**src/rtl/mult_sched_if.sv**
```systemverilog
// mult_sched_if: execute-stage <-> multiply scheduler request/response bundle.
//   req_start        multiply request, held by the pipeline while stall=1
//   req_a/req_b      16-bit operands, sampled when req_start is accepted
//   req_rd_lo/hi     MFLO / MFHI requests, held while stall=1
//   flush            branch/jump flush, aborts an in-flight multiply
//   stall            scheduler -> pipeline freeze (combinational)
//   rd_valid/rd_data one-cycle read response carrying LO or HI
// master = pipeline side, slave = scheduler side.
interface mult_sched_if;
  logic        req_start;
  logic [15:0] req_a;
  logic [15:0] req_b;
  logic        req_rd_lo;
  logic        req_rd_hi;
  logic        flush;
  logic        stall;
  logic        rd_valid;
  logic [15:0] rd_data;

  modport master (
    output req_start, req_a, req_b, req_rd_lo, req_rd_hi, flush,
    input  stall, rd_valid, rd_data
  );

  modport slave (
    input  req_start, req_a, req_b, req_rd_lo, req_rd_hi, flush,
    output stall, rd_valid, rd_data
  );
endinterface

```
**src/rtl/mult_sched.sv**
```systemverilog
// mult_sched: sequences a shared sequential multiplier for the execute stage.
// Launches a multiply on request, counts MULT_LAT cycles, captures the 32-bit
// product into HI/LO and serves MFLO/MFHI reads, stalling the pipeline while
// a request cannot be served.
// Ports:
//   clk       pipeline clock
//   reset     synchronous, active-low reset
//   pipe      execute-stage request/response bundle (slave side)
//   mult_ini  start pulse to the multiplier (high during LAUNCH)
//   mult_a/b  registered operands to the multiplier
//   mult_res  multiplier product, sampled once at the end of RUN
//   busy      state != IDLE
//   done      one-cycle pulse after the product is captured
//   lo/hi     product holding registers
module mult_sched #(
  parameter int unsigned MULT_LAT = 16,
  parameter int unsigned CNT_W    = 8
) (
  input  logic          clk,
  input  logic          reset,
  mult_sched_if.slave   pipe,
  output logic          mult_ini,
  output logic [15:0]   mult_a,
  output logic [15:0]   mult_b,
  input  logic [31:0]   mult_res,
  output logic          busy,
  output logic          done,
  output logic [15:0]   lo,
  output logic [15:0]   hi
);

  typedef enum logic [1:0] {
    S_IDLE,
    S_LAUNCH,
    S_RUN
  } state_e;

  state_e             state_q, state_d;
  logic [CNT_W-1:0]   cnt_q, cnt_d;
  logic [15:0]        lo_q, lo_d;
  logic [15:0]        hi_q, hi_d;
  logic [15:0]        a_q, a_d;
  logic [15:0]        b_q, b_d;
  logic               ini_q, ini_d;
  logic               done_q, done_d;
  logic               rdv_q, rdv_d;
  logic [15:0]        rdd_q, rdd_d;

  always_ff @(posedge clk) begin
    if (!reset) begin
      state_q <= S_IDLE;
      cnt_q   <= '0;
      lo_q    <= '0;
      hi_q    <= '0;
      a_q     <= '0;
      b_q     <= '0;
      ini_q   <= 1'b0;
      done_q  <= 1'b0;
      rdv_q   <= 1'b0;
      rdd_q   <= '0;
    end else begin
      state_q <= state_d;
      cnt_q   <= cnt_d;
      lo_q    <= lo_d;
      hi_q    <= hi_d;
      a_q     <= a_d;
      b_q     <= b_d;
      ini_q   <= ini_d;
      done_q  <= done_d;
      rdv_q   <= rdv_d;
      rdd_q   <= rdd_d;
    end
  end

  always_comb begin
    state_d = state_q;
    cnt_d   = cnt_q;
    lo_d    = lo_q;
    hi_d    = hi_q;
    a_d     = a_q;
    b_d     = b_q;
    ini_d   = 1'b0;
    done_d  = 1'b0;
    rdv_d   = 1'b0;
    rdd_d   = rdd_q;

    unique case (state_q)
      S_IDLE: begin
        // A start and a read in the same IDLE cycle are both accepted; the
        // read sees the pre-multiply LO/HI. Flush drops both.
        if (!pipe.flush) begin
          if (pipe.req_start) begin
            a_d     = pipe.req_a;
            b_d     = pipe.req_b;
            ini_d   = 1'b1;
            state_d = S_LAUNCH;
          end
          if (pipe.req_rd_lo) begin
            rdd_d = lo_q;
            rdv_d = 1'b1;
          end else if (pipe.req_rd_hi) begin
            rdd_d = hi_q;
            rdv_d = 1'b1;
          end
        end
      end

      S_LAUNCH: begin
        if (pipe.flush) begin
          state_d = S_IDLE;
        end else begin
          cnt_d   = CNT_W'(MULT_LAT - 1);
          state_d = S_RUN;
        end
      end

      S_RUN: begin
        if (pipe.flush) begin
          state_d = S_IDLE;
        end else if (cnt_q != '0) begin
          cnt_d = cnt_q - CNT_W'(1);
        end else begin
          {hi_d, lo_d} = mult_res;
          done_d       = 1'b1;
          state_d      = S_IDLE;
        end
      end

      default: state_d = S_IDLE;
    endcase
  end

  assign busy          = (state_q != S_IDLE);
  assign pipe.stall    = busy & (pipe.req_start | pipe.req_rd_lo | pipe.req_rd_hi);
  assign pipe.rd_valid = rdv_q;
  assign pipe.rd_data  = rdd_q;
  assign mult_ini      = ini_q;
  assign mult_a        = a_q;
  assign mult_b        = b_q;
  assign done          = done_q;
  assign lo            = lo_q;
  assign hi            = hi_q;

endmodule

```
**src/flat_wrapper.sv**
```systemverilog
// flat-port wrapper written by rule: the top's interface ports become plain ports
module mult_sched_flat 
#(
  parameter int unsigned MULT_LAT = 16,
  parameter int unsigned CNT_W    = 8
)
  (clk, reset, mult_ini, mult_a, mult_b, mult_res, busy, done, lo, hi, pipe_req_start, pipe_req_a, pipe_req_b, pipe_req_rd_lo, pipe_req_rd_hi, pipe_flush, pipe_stall, pipe_rd_valid, pipe_rd_data);
  mult_sched_if pipe_i ();
  input  logic clk;
  input  logic reset;
  output logic mult_ini;
  output logic [15:0] mult_a;
  output logic [15:0] mult_b;
  input  logic [31:0] mult_res;
  output logic busy;
  output logic done;
  output logic [15:0] lo;
  output logic [15:0] hi;
  input wire logic [$bits(pipe_i.req_start)-1:0] pipe_req_start;
  input wire logic [$bits(pipe_i.req_a)-1:0] pipe_req_a;
  input wire logic [$bits(pipe_i.req_b)-1:0] pipe_req_b;
  input wire logic [$bits(pipe_i.req_rd_lo)-1:0] pipe_req_rd_lo;
  input wire logic [$bits(pipe_i.req_rd_hi)-1:0] pipe_req_rd_hi;
  input wire logic [$bits(pipe_i.flush)-1:0] pipe_flush;
  output wire logic [$bits(pipe_i.stall)-1:0] pipe_stall;
  output wire logic [$bits(pipe_i.rd_valid)-1:0] pipe_rd_valid;
  output wire logic [$bits(pipe_i.rd_data)-1:0] pipe_rd_data;
  assign pipe_i.req_start = pipe_req_start;
  assign pipe_i.req_a = pipe_req_a;
  assign pipe_i.req_b = pipe_req_b;
  assign pipe_i.req_rd_lo = pipe_req_rd_lo;
  assign pipe_i.req_rd_hi = pipe_req_rd_hi;
  assign pipe_i.flush = pipe_flush;
  assign pipe_stall = pipe_i.stall;
  assign pipe_rd_valid = pipe_i.rd_valid;
  assign pipe_rd_data = pipe_i.rd_data;
  mult_sched #(.MULT_LAT(MULT_LAT), .CNT_W(CNT_W)) u_core (.clk(clk), .reset(reset), .pipe(pipe_i), .mult_ini(mult_ini), .mult_a(mult_a), .mult_b(mult_b), .mult_res(mult_res), .busy(busy), .done(done), .lo(lo), .hi(hi));
endmodule
```
**config.mk**
```make
export PLATFORM = sky130hd
export DESIGN_NAME = mult_sched_flat
export DESIGN_NICKNAME = d
export VERILOG_FILES = /design/src/rtl/mult_sched_if.sv /design/src/rtl/mult_sched.sv /design/src/flat_wrapper.sv
export SDC_FILE = /design/constraint.sdc
export NUM_CORES = 1
export LEC_CHECK = 0
export CORE_MARGIN = 10
export CORE_UTILIZATION = 25
export CTS_CLUSTER_DIAMETER = 100
export CTS_CLUSTER_SIZE = 40
export DETAILED_ROUTE_END_ITERATION = 10
export GPL_ROUTABILITY_DRIVEN = 1
export PLACE_DENSITY = 0.55
export SETUP_SLACK_MARGIN = 0.3
export SLEW_MARGIN = 0
export SYNTH_ARGS = -nofsm -noshare
export SYNTH_HDL_FRONTEND = slang
export SYNTH_SLANG_ARGS = --single-unit
```
**constraint.sdc**
```tcl
create_clock -name clk -period 1.9 [get_ports clk]
set_input_delay 0.475 -clock clk [delete_from_list [all_inputs] [get_ports clk]]
set_output_delay 0.475 -clock clk [all_outputs]
set_load 0.03 [all_outputs]
```
==> impl_metrics.yaml <==
worst_setup_path:
  worstPathRequired_ns: 2.12
  end_kind: "flop"
  cp-start-kind: "flop"
  crit_type: "reg -> reg"
  path_max_fanout: 33
  arrival_ns: 2.13
clock_tree:
  cts_tree: "done"
  clock_sinks: 93
  cts_hold_buf: 0
  htreeDepth: 3
  cts_buffer_depth: 2
  cts_buffers: 9
  cts-root-buf: "clkbuf_16"
  clkLatencyLatePin_ns: 0.34
  path_clk_slew_ns: 0.07
detailed_routing:
  drt_pass1_iterations: 6
  drtIter0Drc: 132
  drc: 0
  wl_um: 12300
  drt-wirelength-per-cell_um: 15.7
  avgViaCountPerCell: 4.53
  vias: 3550
  ant_nets: 0
final_layout:
  nNetsFinal: 670
  antenna_cells: 0
  final-seq-area_sq_um: 1870
  final_cells: 784
  layout-drive-gt1-share: 0.217
  fillers: 1409
  syn_to_final_growth_pct: 65.0
  finalInstanceArea_sq_um: 5860
  multi_input_area_sq_um: 1660
synthesis:
  synth_compound_area_frac: 0.162
  synth_mux_area_frac: 0.0451
  synth_top_family_by_area: "simple AND/OR/NAND/NOR gates"
  synthArstFlopShare: 0
  syn_nets: 499
  yosys.area_share.adder: 0.00352
  avgSynthCellArea_sq_um: 8.30
  synth_seq_area_share: 0.524
  ys_types: 37
  synthCells: 428
  ys.flop_type: "dfxtp_1"
  synth-simple-area-share: 0.220
  yosys.area_share.xor_xnor: 0
  yosys_warnings: 0
  netlist_area_sq_um: 3550
  ys_seq_elements: 93
  synth_edf_count: 0
die:
  boundaryPins: 155
  die_w_um: 139
  die_area_sq_um: 19400
  coreArea_sq_um: 13900
  initial_utilization: 0.256
  die_y_um: 139
  core.rowCount: 43
power_and_ir_drop:
  p_leak_nw: 2.29
  intPower_w: 0.00342
  max-vdd-ir-drop_mv: 0.519
  p_seq_frac: 0.444
  switchingPower_w: 0.00123
  pwr-share-comb: 0.170
  pwr_density_cell_nw_per_um2: 794
  power.share.switching: 0.264
  clkPwrFrac: 0.386
global_routing:
  grt_pass1_vias: 3621
  grt_max_degree: 49
  antenna_found_initial: 0
  grt_pass1_wl_um: 18500
  grt_usage: 0.116
  grt-ovfl-total: 0
placement:
  routabilityCongestion: 0.778
  dp_cells: 759
  hpwl_um: 8560
  placed_area_sq_um: 5470
  io_buffer_count: 154
timing:
  slew_headroom: 0.537
  worst_slew_pin_slew_ns: 0.689
  period_needed_ns: 1.91
  finClkSkew_ns: 0.00564
  fin_ws_ns: -0.0105
  hold_viol_final: 0
  finalSetupViolations: 4
  rsz0062_at_grt: "true"
  drv_slew: 0
  max_freq_mhz: 523
  fin_crit_sh: 1.01
outcome:
  violations: "negative setup slack"
  status: "finished, violations left"
worst_hold_path:
  hp-class: "reg -> reg"
run:
  drv_cap: 0
## logic make-up (layout without fill, tap and decap cells)
kind of cell,Yosys count,count (layout)
AO/OA/AOI/OAI,100,100
adder cells (fa/ha/maj),1,1
buffers and inverters,35,211
flip-flops,93,93
multiplexers,16,16
AND/OR/NAND/NOR,183,183
## per-layer routing
metal | global-route usage | vias to the layer above | share of wire
met3 | 0.0709 | 15 | 0.099
met4 | 0.0319 | 0 | 0.013
li1 | - | 1784 | -
met1 | 0.123 | 1631 | 0.42
met5 | 0 | - | 0
met2 | 0.189 | 120 | 0.47
## layout by cell type, fill, tap and decap left out, types with 2 or more instances in the layout
cell             count
nor4_1               2
a211oi_1            16
clkbuf_16           12
or4_1                2
clkinv_2             2
buf_12               5
nand2_1            134
nor2_4               5
nor2_2               8
o21ai_0              5
clkdlybuf4s15_2     11
clkdlybuf4s50_1     66
clkbuf_2            34
dfxtp_1             89
or3_1                3
clkdlybuf4s15_1     25
mux2i_1             16
buf_4               19
inv_1                4
buf_6               11
dfxtp_2              3
nor3_4               2
nor2_1              12
dlygate4sd2_1       16
a21oi_1             69
inv_6                2
## path summary, 6_finish.rpt
check / start / to / slack, ns / cells after the start
hold reg to reg: u_core.mult_a[1]$_SDFFE_PN0P_ / u_core.mult_a[1]$_SDFFE_PN0P_ / 0.45 / 2
hold / removal: u_core.mult_a[1]$_SDFFE_PN0P_ / u_core.mult_a[1]$_SDFFE_PN0P_ / 0.45 / 2
setup / recovery: u_core.cnt_q[6]$_SDFFE_PN0P_ / u_core.hi[9]$_SDFFE_PN0P_ / -0.01 / 5
setup reg to reg: u_core.cnt_q[6]$_SDFFE_PN0P_ / u_core.hi[9]$_SDFFE_PN0P_ / -0.01 / 5
## through the flow
stage / setup slack, ns / hold WS (ns) / util / power (W) / setup TNS (ns)
4_1_cts: -0.00305 / 0.453 / 0.416 / 0.00466 / -0.00305
3_3_place_gp: -0.245 / 0.441 / 0.394 / 0.00285 / -9.78
2_1_floorplan: 0.0177 / 0.459 / - / 0.00246 / 0
6_report: -0.0105 / 0.453 / 0.422 / 0.00465 / -0.0225
5_1_grt: -0.0704 / 0.470 / 0.422 / 0.00487 / -1.21
3_5_place_dp: -0.265 / 0.446 / 0.394 / 0.00285 / -10.89
## power by group through the flow
stage               Sequential, W  Combinational (W)  Clock, W
finish                    0.00206           0.000792   0.00180
global route              0.00207           0.000853   0.00195
CTS                       0.00206           0.000725   0.00188
detailed placement        0.00210           0.000749         0
global placement          0.00210           0.000744         0
floorplan                 0.00223           0.000230         0
## worst max-delay path, cell delays in order (launching register included)
cell and delay [ns]:
dfxtp_2 0.32, or4_4 0.57, or4b_4 0.55, buf_12 0.18, nand2_1 0.09, a21oi_1 0.06
## registers in the layout (all words and copies together), names as in the netlist
signal and cells:
u_core.cnt_q 8, u_core.done 1, u_core.mult_ini 1, u_core.mult_a 16
u_core.pipe.rd_data 16, u_core.state_q 2, u_core.pipe.rd_valid 1, u_core.mult_b 16
u_core.hi 16, u_core.lo 16
## synth_stat cells (2+ instances only)
library cell	number	area, sq um
nor2_1	25	93.8
clkbuf_1	21	78.8
or3_1	3	18.8
a211oi_1	17	128
buf_2	6	30.0
nor3_1	3	15.0
buf_6	3	33.8
a31oi_1	2	12.5
nor4_1	2	12.5
nand2_1	134	503
nand2b_1	2	12.5
a21oi_1	69	345
nor3b_1	2	15.0
o21ai_0	5	25.0
inv_1	4	15.0
or4_1	2	15.0
dfxtp_1	93	1860
mux2i_1	16	160
## cell type report
| type | count | area share |
|---|---|---|
| clock buffer | 9 | 0.0384 |
| clock inverter | 7 | 0.0126 |
| inverter | 5 | 0.00320 |
| multi-input combinational | 300 | 0.284 |
| sequential | 93 | 0.319 |
| tap | 180 | 0.0384 |
| timing repair buffer | 190 | 0.305 |
## what timing repair did
action | CTS | global route
resized for setup | 149 | 102
endpoints found under the hold margin | 0 | 0
gates cloned | 0 | 4
endpoints found under the setup margin | 170 | 147
pin swaps | 4 | 7
setup buffers | 2 | 3
Power figures use the tool's default switching activity.
